File: config.mk
export PLATFORM = sky130hd
export DESIGN_NAME = vram_arbiter_flat
export DESIGN_NICKNAME = d
export VERILOG_FILES = /design/src/rtl/vram_arbiter_if.sv /design/src/rtl/vram_arbiter.sv /design/src/flat_wrapper.sv
export SDC_FILE = /design/constraint.sdc
export NUM_CORES = 1
export LEC_CHECK = 0
export BUFFER_PORTS_ARGS = -buffer_cell sky130_fd_sc_hd__buf_4
export CAP_MARGIN = 10
export CORE_AREA = 2 2 124 126
export DETAILED_ROUTE_END_ITERATION = 16
export DIE_AREA = 0 0 126 128
export GPL_TIMING_DRIVEN = 1
export SYNTH_ARGS = -nofsm -noshare
export SYNTH_HDL_FRONTEND = slang
export SYNTH_SLANG_ARGS = --single-unit
File: constraint.sdc
create_clock -name clk -period 5.85 [get_ports clk]
set_input_delay 0.585 -clock clk [delete_from_list [all_inputs] [get_ports clk]]
set_output_delay 0.585 -clock clk [all_outputs]
set_load 0.005 [all_outputs]
File: src/rtl/vram_arbiter_if.sv
// rtl/vram_arbiter_if.sv - CPU register port, display fetch and RAM-side signals of the VRAM arbiter
interface vram_arbiter_if #(
  parameter int ADDR_W = 11
);
  logic              cpu_wr;
  logic              mode;
  logic              rs;
  logic [7:0]        data;
  logic              disp_req;
  logic [ADDR_W-1:0] disp_addr;
  logic              blank;
  logic [ADDR_W-1:0] ram_addr;
  logic [7:0]        ram_din;
  logic              ram_we;
  logic [7:0]        status_reg;
  logic [ADDR_W-1:0] wr_ptr;
  logic              fifo_empty;
  logic              fifo_full;
  logic              ovf;

  modport master (
    output cpu_wr, mode, rs, data, disp_req, disp_addr, blank,
    input  ram_addr, ram_din, ram_we, status_reg, wr_ptr, fifo_empty, fifo_full, ovf
  );

  modport slave (
    input  cpu_wr, mode, rs, data, disp_req, disp_addr, blank,
    output ram_addr, ram_din, ram_we, status_reg, wr_ptr, fifo_empty, fifo_full, ovf
  );
endinterface

File: src/rtl/vram_arbiter.sv
// rtl/vram_arbiter.sv - name-table RAM arbiter: display fetch first, buffered CPU writes drained into idle slots
module vram_arbiter #(
  parameter int ADDR_W     = 11,
  parameter int TILES      = 1200,
  parameter int FIFO_DEPTH = 4,
  parameter int BLANK_ONLY = 0
) (
  input  logic           clk,
  input  logic           reset,
  vram_arbiter_if.slave  bus
);
  localparam int PTR_W = (FIFO_DEPTH > 1) ? $clog2(FIFO_DEPTH) : 1;
  localparam int ENT_W = ADDR_W + 8;
  localparam logic [ADDR_W-1:0] LAST_TILE = ADDR_W'(TILES - 1);
  localparam logic [PTR_W:0]    FULL_CNT  = (PTR_W + 1)'(FIFO_DEPTH);

  logic [ENT_W-1:0]  mem [FIFO_DEPTH];
  logic [PTR_W-1:0]  head, tail;
  logic [PTR_W:0]    count, count_next;
  logic              empty_q, full_q;
  logic              push_req, push_ok, pop;
  logic [ENT_W-1:0]  head_ent;

  logic [ADDR_W-1:0] ptr_q;
  logic              phase;
  logic              ovf_q;
  logic [7:0]        status_q;
  logic [ADDR_W-1:0] addr_q;
  logic [7:0]        din_q;
  logic              we_q;

  // A full FIFO still accepts a push when the head leaves in the same cycle.
  always_comb begin
    push_req = bus.cpu_wr && !bus.mode;
    pop      = !bus.disp_req && !empty_q && ((BLANK_ONLY == 0) || bus.blank);
    push_ok  = push_req && (!full_q || pop);
    head_ent = mem[head];
    case ({push_ok, pop})
      2'b10:   count_next = count + 1'b1;
      2'b01:   count_next = count - 1'b1;
      default: count_next = count;
    endcase
  end

  always_ff @(posedge clk) begin
    if (push_ok) begin
      mem[tail] <= {ptr_q, bus.data};
    end
  end

  always_ff @(posedge clk) begin
    if (reset) begin
      head    <= '0;
      tail    <= '0;
      count   <= '0;
      empty_q <= 1'b1;
      full_q  <= 1'b0;
    end else begin
      if (push_ok) tail <= tail + PTR_W'(1);
      if (pop)     head <= head + PTR_W'(1);
      count   <= count_next;
      empty_q <= (count_next == '0);
      full_q  <= (count_next == FULL_CNT);
    end
  end

  always_ff @(posedge clk) begin
    if (reset) begin
      ptr_q    <= '0;
      phase    <= 1'b0;
      ovf_q    <= 1'b0;
      status_q <= '0;
    end else if (bus.cpu_wr) begin
      if (!bus.mode) begin
        if (push_ok) begin
          // Pointers loaded beyond the last tile also wrap to 0 on increment.
          ptr_q <= (ptr_q >= LAST_TILE) ? '0 : ptr_q + ADDR_W'(1);
        end else begin
          ovf_q <= 1'b1;
        end
      end else if (!bus.rs) begin
        status_q <= bus.data;
        phase    <= 1'b0;
        ovf_q    <= 1'b0;
      end else if (!phase) begin
        ptr_q[7:0] <= bus.data;
        phase      <= 1'b1;
      end else begin
        ptr_q[ADDR_W-1:8] <= bus.data[ADDR_W-9:0];
        phase             <= 1'b0;
      end
    end
  end

  always_ff @(posedge clk) begin
    if (reset) begin
      addr_q <= '0;
      din_q  <= '0;
      we_q   <= 1'b0;
    end else if (bus.disp_req) begin
      addr_q <= bus.disp_addr;
      we_q   <= 1'b0;
    end else if (pop) begin
      addr_q <= head_ent[ENT_W-1:8];
      din_q  <= head_ent[7:0];
      we_q   <= 1'b1;
    end else begin
      we_q   <= 1'b0;
    end
  end

  assign bus.ram_addr   = addr_q;
  assign bus.ram_din    = din_q;
  assign bus.ram_we     = we_q;
  assign bus.status_reg = status_q;
  assign bus.wr_ptr     = ptr_q;
  assign bus.fifo_empty = empty_q;
  assign bus.fifo_full  = full_q;
  assign bus.ovf        = ovf_q;
endmodule

File: src/flat_wrapper.sv
// flat-port wrapper written by rule: the top's interface ports become plain ports
module vram_arbiter_flat 
#(
  parameter int ADDR_W     = 11,
  parameter int TILES      = 1200,
  parameter int FIFO_DEPTH = 4,
  parameter int BLANK_ONLY = 0
)
  (clk, reset, bus_cpu_wr, bus_mode, bus_rs, bus_data, bus_disp_req, bus_disp_addr, bus_blank, bus_ram_addr, bus_ram_din, bus_ram_we, bus_status_reg, bus_wr_ptr, bus_fifo_empty, bus_fifo_full, bus_ovf);
  vram_arbiter_if #(.ADDR_W(ADDR_W)) bus_i ();
  input  logic clk;
  input  logic reset;
  input wire logic [$bits(bus_i.cpu_wr)-1:0] bus_cpu_wr;
  input wire logic [$bits(bus_i.mode)-1:0] bus_mode;
  input wire logic [$bits(bus_i.rs)-1:0] bus_rs;
  input wire logic [$bits(bus_i.data)-1:0] bus_data;
  input wire logic [$bits(bus_i.disp_req)-1:0] bus_disp_req;
  input wire logic [$bits(bus_i.disp_addr)-1:0] bus_disp_addr;
  input wire logic [$bits(bus_i.blank)-1:0] bus_blank;
  output wire logic [$bits(bus_i.ram_addr)-1:0] bus_ram_addr;
  output wire logic [$bits(bus_i.ram_din)-1:0] bus_ram_din;
  output wire logic [$bits(bus_i.ram_we)-1:0] bus_ram_we;
  output wire logic [$bits(bus_i.status_reg)-1:0] bus_status_reg;
  output wire logic [$bits(bus_i.wr_ptr)-1:0] bus_wr_ptr;
  output wire logic [$bits(bus_i.fifo_empty)-1:0] bus_fifo_empty;
  output wire logic [$bits(bus_i.fifo_full)-1:0] bus_fifo_full;
  output wire logic [$bits(bus_i.ovf)-1:0] bus_ovf;
  assign bus_i.cpu_wr = bus_cpu_wr;
  assign bus_i.mode = bus_mode;
  assign bus_i.rs = bus_rs;
  assign bus_i.data = bus_data;
  assign bus_i.disp_req = bus_disp_req;
  assign bus_i.disp_addr = bus_disp_addr;
  assign bus_i.blank = bus_blank;
  assign bus_ram_addr = bus_i.ram_addr;
  assign bus_ram_din = bus_i.ram_din;
  assign bus_ram_we = bus_i.ram_we;
  assign bus_status_reg = bus_i.status_reg;
  assign bus_wr_ptr = bus_i.wr_ptr;
  assign bus_fifo_empty = bus_i.fifo_empty;
  assign bus_fifo_full = bus_i.fifo_full;
  assign bus_ovf = bus_i.ovf;
  vram_arbiter #(.ADDR_W(ADDR_W), .TILES(TILES), .FIFO_DEPTH(FIFO_DEPTH), .BLANK_ONLY(BLANK_ONLY)) u_core (.clk(clk), .reset(reset), .bus(bus_i));
endmodule
# Word-level counts from Yosys, hierarchy flattened
# Memory sizes are Yosys's and may differ from the RTL's. A register that Yosys moved wholly into a read port is not among the register bits.
# Cells that the tools add are included.
[op_classes]
n_mux = 19
n_mul = 0
order_cmp = 1
n_bitwise = 2
n_reduce_logical = 18
eq_ne = 8
div = 0
shift = 0
addsub = 5
[op_table]
columns = ["op", "count"]
rows = [
  ["$mux 11", 6],
  ["$add 11x1->11 const B", 1],
  ["$ge 11x11->1 const B", 1],
  ["$mux 1", 8],
  ["$mux 8", 1],
  ["$reduce_and 4->1", 2],
  ["$ne 2x2->1 const B", 3],
  ["$pmux 3 s2", 1],
  ["$reduce_and 3->1", 2],
  ["$add 2x1->2 const B", 2],
  ["$logic_not 1->1", 4],
  ["$mux 2", 2],
  ["$ne 2x1->1 const B", 2],
  ["$reduce_and 2->1", 2],
  ["$reduce_bool 2->1", 2],
  ["$add 3x1->3 const B", 1],
  ["$eq 3x3->1 const B", 1],
  ["$logic_and 1x1->1", 3],
  ["$logic_not 3->1", 1],
  ["$mux 3", 1],
  ["$sub 3x1->3 const B", 1],
  ["$eq 2x1->1 const B", 1],
  ["$eq 2x2->1 const B", 1],
  ["$not 1->1", 2],
  ["other kinds (2)", 2],
]
[totals]
latch_bits = 0
inputBits = 26
n_memories = 1
ramBits = 76
mem_bits_ro = 0
register_bits = 50
output_inout_bits = 42
[memory_table]
columns = ["memory", "words", "word_bits", "read_ports", "rd_clocked_by_memory_dff", "wr", "line", "rtl"]
rows = [
  ["u_core.mem", 4, 19, 1, 1, 1, "vram_arbiter.sv:17", "logic [ENT_W-1:0] mem [FIFO_DEPTH];"],
]

# Depth between registers and ports, before layout
# Gate-level depths: netlist of run 1.
[depth]
ltp_word = 7
mapped_depth = 11

# Worst setup path before layout of run 1
# OpenSTA, ideal clock, no wires.
[synth_path]
path_type = "input to register"
start = "in bus_disp_req"
end = "reg u_core.empty_q, in the netlist u_core.bus.fifo_empty"
path_buffers = 1
cell_stages = 11
path_slack_ns = 3.317
t_arrival_ns = 2.463
path_cell_list = "or2_2 -> inv_1 -> clkbuf_1 -> ha_1 -> inv_1 -> fa_1 -> xor2_1 -> nor2_1 -> xnor2_1 -> nor2_1 -> a21oi_1"
[synth_via]
elab_chain_len = 7
[synth_rtl]
columns = ["element", "line", "rtl"]
rows = [
  ["start: declaration", "flat_wrapper.sv:17", "input wire logic [$bits(bus_i.disp_req)-1:0] bus_disp_req;"],
  ["$logic_not 1->1 *", "vram_arbiter.sv:35", "pop = !bus.disp_req && !empty_q && ((BLANK_ONLY == 0) || bus.blank);"],
  ["$logic_and 1x1->1 *", "vram_arbiter.sv:35", ""],
  ["named net u_core.pop", "vram_arbiter.sv:21", "logic push_req, push_ok, pop;"],
  ["$logic_or 1x1->1", "vram_arbiter.sv:36", "push_ok = push_req && (!full_q || pop);"],
  ["$logic_and 1x1->1", "vram_arbiter.sv:36", ""],
  ["$eq 2x1->1 / $eq 2x2->1 (equally long branches)", "vram_arbiter.sv:38", "case ({push_ok, pop})"],
  ["$pmux 3 s2 *", "vram_arbiter.sv:38", ""],
  ["$logic_not 3->1 *", "vram_arbiter.sv:62", "empty_q <= (count_next == '0);"],
  ["end signal: assignment", "vram_arbiter.sv:62", ""],
  ["end: declaration", "vram_arbiter.sv:20", "logic empty_q, full_q;"],
]
# The timed path passes the listed nets; every way through them passes the cells marked *.
# A chain may end at the register's enable or synchronous reset.

# Final worst setup path of run 1
[layout_path]
start = "reg u_core.empty_q, in the netlist u_core.bus.fifo_empty"
end = "reg u_core.empty_q, in the netlist u_core.bus.fifo_empty"
[layout_via]
elab_chain_len = 7
[layout_rtl]
columns = ["element", "line"]
rows = [
  ["$logic_not 1->1 *", "vram_arbiter.sv:35"],
  ["$logic_and 1x1->1 *", "vram_arbiter.sv:35"],
  ["$logic_or 1x1->1", "vram_arbiter.sv:36"],
  ["$logic_and 1x1->1", "vram_arbiter.sv:36"],
  ["$eq 2x1->1 / $eq 2x2->1 (equally long branches)", "vram_arbiter.sv:38"],
  ["$pmux 3 s2 *", "vram_arbiter.sv:38"],
  ["$logic_not 3->1 *", "vram_arbiter.sv:62"],
]
# Every way passes the cells marked *; elsewhere a longest branch is shown, timed or not.

==> reports/qor.yml, run 1 <==
timing:
  setup_ws_ns: 2.98
  fin_skew_ns: 0.00747
  relSlewSlack_pct: 27.8
  setup_viol: 0
  fin_crit_sh_pct: 49.0
  tightestPinTransition_ns: 1.08
  fin_setup_tns_ns: 0
  hold_viol: 0
  min_period_ns: 2.87
  finalMaxSlewViolations: 0
  rsz0062_at_grt: "false"
  timing.hold.ws_ns: 0.415
  fmax_mhz: 349
logic_synthesis:
  synth_area_per_cell_um2: 12.9
  syn-num-nets: 431
  ys_async_sr_fraction_pct: 0
  synth_top_flop_cell: "edfxtp_1"
  synth_cell_types: 42
  synth_edf_count: 76
  netlist_area_um2: 5120
  synthCells: 398
  ys_ff_latch: 128
  synth-warning-count: 0
  seq_area_frac_synth_pct: 64.9
power_and_ir_drop:
  power_frac_seq_pct: 44.3
  combPwrFrac_pct: 14.1
  switching_power_uw: 580
  clockPowerShare_pct: 41.6
  vdd_drop_max_mv: 0.229
  total_power_mw: 2.45
  p_per_area_nw_per_um2: 384
  p_int_mw: 1.87
  leakagePower_nw: 2.32
  swShare_pct: 23.7
setup_path:
  r2r_slack_ns: 2.98
  start_kind: "flop"
  crit_arrival_ns: 3.20
  crit_slowest_cell: "dfxtp_1"
  end_kind: "flop"
  crit_family: "simple AND/OR/NAND/NOR gates"
  critPathMaxFanout: 14
  crit_type: "reg2reg"
  crit_required_ns: 6.19
  path_cells: "or2_2 > inv_1 > ha_1 > inv_1 > fa_1 > xor2_1 > nor2_1 > xnor2_1 > nor2_1 > a21oi_1"
  timing.rr.end: "u_core.bus.fifo_empty$_SDFF_PP1_"
  cpPeakStageDelay_ns: 0.55
  startpoint: "u_core.bus.fifo_empty$_SDFF_PP1_"
  rr_worst_depth: 10
  path_buf_inv: 2
  r2r_start: "u_core.bus.fifo_empty$_SDFF_PP1_"
finish:
  layout.nets: 500
  fin_util_pct: 42.8
  drive_gt1_share_pct: 24.6
  regMostFlops: "u_core.mem"
  syn_to_final_growth_pct: 24.3
  largest_register_ffs: 76
  diodes: 0
place:
  gp_congestion: 0.819
  port_buffers: 66
  pre_cts_ws_ns: 2.81
  dp_hpwl_um: 7440
min_path:
  hold_path_class: "in2reg"
  hold_depth: 3
  min_from: "bus_disp_addr[6]"
  holdPathEnd: "u_core.bus.ram_addr[6]$_SDFFE_PP0P_"
clock_tree:
  cts_made_buffers: 17
  path_clk_slew_ns: 0.05
  postCtsSetupBuffers: 0
  postCtsHoldBufs: 0
  clockRootBuffer: "clkbuf_16"
  insertion_delay_ns: 0.40
  cts_max_path_buffers: 2
  h-tree-depth: 4
  cts_resized: 0
  cts_sinks: 128
  cts_tree: "done"
die:
  die-area_um2: 16100
  core_area_um2: 14900
  initial_core_util_pct: 34.5
  die_width_um: 126
  ios: 68
  die_y_um: 128
  fp-row-count: 45
global_routing:
  grt_pass1_vias: 3249
  antenna_found_initial: 0
  grt_pass1_wl_um: 17600
  grt_usage_pct: 14.3
  overflow: 0
  grt_max_degree: 45
route:
  firstDrtPassIters: 4
  wl_um: 11200
  ant_nets: 0
  vias_per_cell: 4.93
  post_drt_wl_per_cell_um: 16.8
  drc_errors: 0
  num_vias: 3294
  drt-initial-drc-count: 226
flow_run:
  cap_violations: 0
outcome:
  status: "completed"
==> cells in the final DEF (no fill, tap or decap), types with 11 or more instances in the layout <==
cell | synthesis | routed
inv_1 | 18 | 18
clkbuf_16 | 0 | 19
buf_4 | 1 | 67
a21oi_1 | 43 | 43
dfxtp_1 | 52 | 52
edfxtp_1 | 76 | 76
o22ai_1 | 11 | 11
mux4_2 | 19 | 19
mux2i_1 | 11 | 11
nor2_1 | 47 | 47
nand2_1 | 42 | 42
==> area by class of cell <==
type	count	area (um2)
clock buffer	28	539
clock inverter	4	46.3
fill	1391	8500
inverter	19	71.3
multi-input combinational	234	1650
sequential	128	3320
tap	188	235
timing repair buffer	67	503
==> worst register-to-register path, stage by stage, from the launching register on <==
cell	delay (ns)
dfxtp_1	0.55
or2_2	0.54
inv_1	0.37
ha_1	0.25
inv_1	0.06
fa_1	0.39
xor2_1	0.17
nor2_1	0.11
xnor2_1	0.15
nor2_1	0.07
a21oi_1	0.12
==> cells in the mapped netlist, types with 2 or more instances <==
library cell  number  share of area (%)
or4_1              3               0.44
nor3_1             2               0.20
a22oi_1            7                1.0
nand4_1            2               0.24
nand2_1           42                3.1
or2_2              2               0.24
xor2_1             3               0.51
ha_1               6                1.5
o22ai_1           11                1.3
nor4_1             3               0.37
dfxtp_1           52                 20
and2_1             4               0.49
nand3_1            5               0.49
a21oi_1           43                4.2
mux4_2            19                8.4
inv_1             18                1.3
nor2b_1            2               0.24
xnor2_1            3               0.51
or2_1              2               0.24
edfxtp_1          76                 45
buf_1              2               0.15
buf_2              2               0.20
clkbuf_1          10               0.73
and3_1             2               0.24
o21a_1             3               0.44
o21ai_0            2               0.20
nor2_1            47                3.4
mux2i_1           11                2.2
==> how the worst max path moves through the flow <==
stage	slack, ns	cells past startpoint	end
2_1_floorplan	3.32	11	u_core.bus.fifo_empty$_SDFF_PP1_
3_3_place_gp	2.84	11	u_core.bus.fifo_empty$_SDFF_PP1_
3_5_place_dp	2.81	11	u_core.bus.fifo_empty$_SDFF_PP1_
4_1_cts	2.96	10	u_core.bus.fifo_empty$_SDFF_PP1_
5_1_grt	2.77	8	u_core.bus.fifo_full$_SDFF_PP0_
6_report	2.98	10	u_core.bus.fifo_empty$_SDFF_PP1_
==> routing by layer <==
| layer | track usage, % | up-vias | share of wire [%] |
|---|---|---|---|
| met1 | 18.6 | 1593 | 44 |
| met3 | 4.05 | 8 | 5.3 |
| met4 | 4.46 | 0 | 0.95 |
| li1 | - | 1600 | - |
| met2 | 23.5 | 93 | 49 |
| met5 | 0 | - | 0 |
==> logic make-up after synthesis <==
logic type	synth area share (%)
AO/OA/AOI/OAI	8.40
XOR/XNOR	1.03
adder cells (fa/ha/maj)	1.86
buffers and inverters	2.93
flip-flops	64.9
multiplexers	10.5
AND/OR/NAND/NOR	10.4
==> power groups by stage <==
stage	clock (mW)	sequential, mW	combinational (mW)
floorplan	0	1.07	0.254
global placement	0	1.10	0.344
detailed placement	0	1.10	0.352
CTS	1.04	1.08	0.353
global route	1.08	1.09	0.387
finish	1.02	1.08	0.346
==> per-stage QoR <==
step                      instance area, um2  std cells
after floorplan                         5120        398
after global placement                  5780        636
after detailed placement                5780        636
after CTS                               6370        668
after global routing                    6370        668
final                                   6370        668
(Power assumes the default switching activity.)
==> run 2: changes to the inputs <==
==> constraint.sdc (replaced) <==
create_clock -name clk -period 2.5 [get_ports clk]
set_input_delay 0.25 -clock clk [delete_from_list [all_inputs] [get_ports clk]]
set_output_delay 0.25 -clock clk [all_outputs]
set_load 0.005 [all_outputs]
==> run 2 against run 1 <==
  * Non-clock buffer count up 19
  * Final cell count up 2.8%
  * Sequential share of layout area is 1.6 points lower
  * Critical path depth rose by 1
  * Global-route usage grew 0.24 points
  * Flip-flop and latch count unchanged
  * Critical path type unchanged
  * Highest routed layer unchanged
==> reports/qor.yml, run 2 (synthesized netlist as in run 1, its figures left out) <==
die:
  die_y_um: 128
  ios: 68
  core_area_um2: 14900
  initial_core_util_pct: 34.5
  die-area_um2: 16100
  fp-row-count: 45
  die_width_um: 126
finish:
  final_common_cell: "buf_4"
  largest_register_ffs: 76
  layout.nets: 519
  diodes: 0
  fin_cells: 687
  drive_gt1_share_pct: 28.7
  syn_to_final_growth_pct: 28.2
  final_cell_mix: "buf_4, edfxtp_1, dfxtp_1, nor2_1, a21oi_1"
  regMostFlops: "u_core.mem"
timing:
  fin_crit_sh_pct: 87.0
  relSlewSlack_pct: 55.1
  fin_setup_tns_ns: 0
  fin_skew_ns: 0.00813
  min_period_ns: 2.18
  setup_viol: 0
  fmax_mhz: 460
  rsz0062_at_grt: "false"
  tightestPinTransition_ns: 0.673
  hold_viol: 0
  finalMaxSlewViolations: 0
min_path:
  hold_path_class: "in2reg"
  hold_depth: 3
setup_path:
  crit_slowest_cell: "fa_1"
  end_kind: "flop"
  crit_arrival_ns: 2.51
  r2r_slack_ns: 0.32
  crit_type: "reg2reg"
  crit_required_ns: 2.83
  cpPeakStageDelay_ns: 0.41
  critPathMaxFanout: 3
  start_kind: "flop"
  path_cells: "o21a_1 > nor2_1 > inv_1 > ha_1 > inv_1 > fa_1 > xor2_1 > nor2_1 > xnor2_1 > nor2_1 > a21oi_1"
  cpMostUsedCell: "nor2_1"
  rr_worst_depth: 11
clock_tree:
  insertion_delay_ns: 0.40
  postCtsHoldBufs: 0
  clockRootBuffer: "clkbuf_16"
  cts_resized: 0
  postCtsSetupBuffers: 0
  cts_made_buffers: 17
  path_clk_slew_ns: 0.06
  cts_sinks: 128
  cts_max_path_buffers: 2
  h-tree-depth: 4
  cts_tree: "done"
global_routing:
  antenna_found_initial: 0
  grt_usage_pct: 14.6
  grt_pass1_wl_um: 18000
  grt_pass1_vias: 3428
  overflow: 0
  grt_max_degree: 44
place:
  dp_hpwl_um: 7610
  numPlacedInstances: 655
  port_buffers: 66
  gp_congestion: 0.800
power_and_ir_drop:
  clockPowerShare_pct: 42.4
  vdd_drop_max_mv: 0.512
  total_power_mw: 5.90
  leakagePower_nw: 2.43
  swShare_pct: 24.4
  p_int_mw: 4.46
  power_frac_seq_pct: 41.8
  combPwrFrac_pct: 15.8
  switching_power_mw: 1.44
  p_per_area_nw_per_um2: 899
route:
  wl_um: 11300
  drt-initial-drc-count: 214
  ant_nets: 0
  num_vias: 3404
  vias_per_cell: 4.95
  drc_errors: 0
  firstDrtPassIters: 4
  post_drt_wl_per_cell_um: 16.4
outcome:
  status: "completed"
flow_run:
  cap_violations: 0
## run 2: stage by stage
step                util [%]  hold WS [ns]  worst slack [ns]  instance area (um2)
floorplan                  -         0.349             0.223                 5120
global placement        40.0         0.446             0.291                 5950
detailed placement      40.0         0.453             0.198                 5950
CTS                     44.2        0.0627             0.321                 6570
global route            44.2        0.0659            0.0898                 6570
finish                  44.2        0.0798             0.324                 6570
## run 2: layout make-up
| cell class | instances | area [um2] |
|---|---|---|
| Fill cell | 1382 | 8300 |
| Multi-Input combinational cell | 234 | 1650 |
| Tap cell | 188 | 235 |
| Clock buffer | 20 | 489 |
| Inverter | 19 | 71.3 |
| Clock inverter | 12 | 129 |
| Timing Repair Buffer | 86 | 671 |
| Sequential cell | 128 | 3320 |
## run 2: final timing paths
check / startpoint / end
worst min-delay path: bus_disp_addr[4] / u_core.bus.ram_addr[4]$_SDFFE_PP0P_
worst max register to register: u_core.bus.fifo_full$_SDFF_PP0_ / u_core.bus.fifo_empty$_SDFF_PP1_
worst max-delay path: u_core.bus.fifo_full$_SDFF_PP0_ / u_core.bus.fifo_empty$_SDFF_PP1_
worst min register to register: u_core.bus.ram_din[7]$_SDFFE_PP0P_ / u_core.bus.ram_din[7]$_SDFFE_PP0P_
## run 2: power groups by stage
stage / registers, mW / clock network (mW) / logic [mW]
after detailed placement: 2.51 / 0 / 0.948
after floorplan: 2.50 / 0 / 0.594
after CTS: 2.47 / 2.55 / 0.953
after global routing: 2.48 / 2.64 / 1.04
after global placement: 2.50 / 0 / 0.928
final: 2.47 / 2.50 / 0.931
## run 2: layer usage
| metal | up-vias | GRT usage, % | wire length [um] | part of all wire (%) |
|---|---|---|---|---|
| li1 | 1636 | - | - | - |
| met1 | 1654 | 18.0 | 5020 | 45 |
| met2 | 101 | 24.4 | 5570 | 49 |
| met3 | 13 | 4.38 | 534 | 4.7 |
| met4 | 0 | 5.24 | 145 | 1.3 |
| met5 | - | 0 | 0 | 0 |
## run 2: critical path: cells and delay by family, from the launching register on
family	cells	cell delay, ns
adder cells (fa/ha/maj)	2	0.61
flip-flops	1	0.37
XOR/XNOR	2	0.34
AO/OA/AOI/OAI	2	0.34
AND/OR/NAND/NOR	3	0.28
buffers and inverters	2	0.17
==> run 3: changes to the inputs <==
--- a/config.mk
+++ b/config.mk
@@ -5,11 +5,12 @@
 export SDC_FILE = /design/constraint.sdc
 export NUM_CORES = 1
 export LEC_CHECK = 0
+export ABC_AREA = 1
 export BUFFER_PORTS_ARGS = -buffer_cell sky130_fd_sc_hd__buf_4
 export CAP_MARGIN = 10
-export CORE_AREA = 2 2 124 126
+export CORE_AREA = 2 2 127 129
 export DETAILED_ROUTE_END_ITERATION = 16
-export DIE_AREA = 0 0 126 128
+export DIE_AREA = 0 0 129 131
 export GPL_TIMING_DRIVEN = 1
 export SYNTH_ARGS = -nofsm -noshare
 export SYNTH_HDL_FRONTEND = slang
==> run 3 against run 2 <==
  * Cell area up 1.6%
  * Power shrank 2.3%
  * Largest cell class unchanged
  * Worst setup slack improved by 0.022 ns
  * Utilization fell by 1.4 points
  * Critical path type unchanged
  * Synthesized cell count up 39%
  * Non-clock buffer count decreased by 7
==> reports/qor.yml, run 3 <==
outcome:
  status: "completed"
timing:
  rsz0062_at_grt: "false"
  tightestPinTransition_ns: 0.783
  setup_viol: 0
  fmax_mhz: 464
  fin_crit_sh_pct: 86.2
  min_period_ns: 2.15
  fin_setup_tns_ns: 0
  hold_viol: 0
  finalMaxSlewViolations: 0
  relSlewSlack_pct: 47.8
  fin_skew_ns: 0.00696
die:
  fp-row-count: 46
  initial_core_util_pct: 34.4
  ios: 68
  die_width_um: 129
  core_area_um2: 15600
  die_y_um: 131
  die-area_um2: 16900
place:
  placed_area_um2: 6090
  gp_congestion: 0.800
  port_buffers: 66
  dp_hpwl_um: 8340
route:
  ant_nets: 0
  num_vias: 4015
  vias_per_cell: 4.70
  post_drt_wl_per_cell_um: 14.4
  drt-initial-drc-count: 307
  firstDrtPassIters: 4
  wl_um: 12300
  drc_errors: 0
finish:
  layout.nets: 658
  syn_to_final_growth_pct: 24.3
  largest_register_ffs: 76
  regMostFlops: "u_core.mem"
  final_cell_mix: "nor2_1, buf_4, edfxtp_1, nand2_1, dfxtp_1"
  final_common_cell: "nor2_1"
  final_cell_area_um2: 6670
  diodes: 0
  drive_gt1_share_pct: 19.3
clock_tree:
  cts_max_path_buffers: 2
  h-tree-depth: 4
  cts_sinks: 128
  clockRootBuffer: "clkbuf_16"
  insertion_delay_ns: 0.41
  postCtsHoldBufs: 0
  cts_resized: 0
  path_clk_slew_ns: 0.05
  cts_made_buffers: 17
  cts_tree: "done"
  postCtsSetupBuffers: 0
logic_synthesis:
  synth_largest_area_cell: "edfxtp_1"
  synth_cell_types: 30
  synth_top_flop_cell: "edfxtp_1"
  ys_top_cells_by_area: "edfxtp_1, dfxtp_1, nor2_1"
  ys_ff_latch: 128
  ys_async_sr_fraction_pct: 0
  netlist_area_um2: 5370
  syn-num-nets: 586
  synthCells: 553
  yosysMostFrequentCell: "nor2_1"
  synth_top_area_share_pct: 42.5
  synth_area_per_cell_um2: 9.71
  synth-warning-count: 0
  seq_area_frac_synth_pct: 61.9
  synth_edf_count: 76
  yosys-top-cells-count: "nor2_1, edfxtp_1, nand2_1"
min_path:
  hold_path_class: "in2reg"
power_and_ir_drop:
  p_per_area_nw_per_um2: 864
  leakagePower_nw: 2.68
  vdd_drop_max_mv: 0.512
global_routing:
  overflow: 0
  grt_pass1_vias: 3876
  antenna_found_initial: 0
  grt_usage_pct: 15.4
  grt_pass1_wl_um: 19700
  grt_max_degree: 39
setup_path:
  start_kind: "flop"
  crit_required_ns: 2.83
  end_kind: "flop"
  critPathMaxFanout: 12
  crit_arrival_ns: 2.48
  crit_type: "reg2reg"
flow_run:
  cap_violations: 0
run 3: changes by cell type in the layout (fill, tap and decap cells not counted), sizes merged, moves of 11 or more:
cell   previous run  this run
a21oi            43        22
inv              20        47
mux2i            11         0
mux4             19         0
nand2            42        80
nand4             2        13
nor2             47       121
o21ai             2        71
o22ai            11         0
run 3: per-layer routing:
layer  GRT usage [%]  share of wire (%)
met2            25.5                 47
met5               0                  0
met4            4.80               0.99
met3            4.68                6.5
met1            19.4                 45
run 3: stage by stage:
step                      cells  util [%]  hold WS, ns  setup slack (ns)  power [mW]
after detailed placement    822      39.0        0.482             0.262        3.43
after global routing        854      42.8       0.0587            0.0884        6.05
after global placement      822      39.0        0.474             0.312        3.41
after floorplan             553         -        0.349             0.496        3.09
after CTS                   854      42.8       0.0567             0.348        5.82
final                       854      42.8       0.0783             0.346        5.77
run 3: area by class of cell:
type	instances	area [um2]
inverter	47	176
clock buffer	28	539
fill	1507	8930
clock inverter	4	45.0
timing repair buffer	79	593
multi-input combinational	352	1720
sequential	128	3320
tap	216	270
run 3: worst paths after layout:
| check | start | to | slack, ns | depth (start not counted) |
|---|---|---|---|---|
| setup / recovery | u_core.bus.fifo_empty$_SDFF_PP1_ | u_core.bus.fifo_full$_SDFF_PP0_ | 0.35 | 13 |
| hold / removal | bus_data[7] | u_core.mem[2][7]$_DFFE_PP_ | 0.08 | 1 |
| setup reg to reg | u_core.bus.fifo_empty$_SDFF_PP1_ | u_core.bus.fifo_full$_SDFF_PP0_ | 0.35 | 13 |
| hold reg to reg | u_core.bus.ram_addr[4]$_SDFFE_PP0P_ | u_core.bus.ram_addr[4]$_SDFFE_PP0P_ | 0.49 | 2 |
run 3: worst max-delay path: stages (launching register included):
cell,delay (ns)
dfxtp_1,0.34
inv_2,0.04
nand2_2,0.20
nand2_1,0.13
nand2_4,0.13
ha_1,0.15
inv_1,0.07
fa_1,0.40
nor2_1,0.11
nor2_1,0.05
nand2_1,0.06
xor2_1,0.17
inv_1,0.07
nor3_1,0.14
run 3: cells by family (layout without fill, tap and decap cells):
logic type      count (synthesis)  count (layout)  synth area share (%)
xor+xnor                        5               5                 0.816
flops                         128             128                  61.9
buf+inv                        73             158                  5.97
compound gates                114             114                  11.9
fa+ha+maj                       7               7                  1.77
simple gates                  226             226                  17.6
run 3: where the power goes:
part / internal [mW] / switching (mW)
Clock: 1.56 / 0.818
Combinational: 0.349 / 0.527
Sequential: 2.40 / 0.110
Total: 4.31 / 1.45
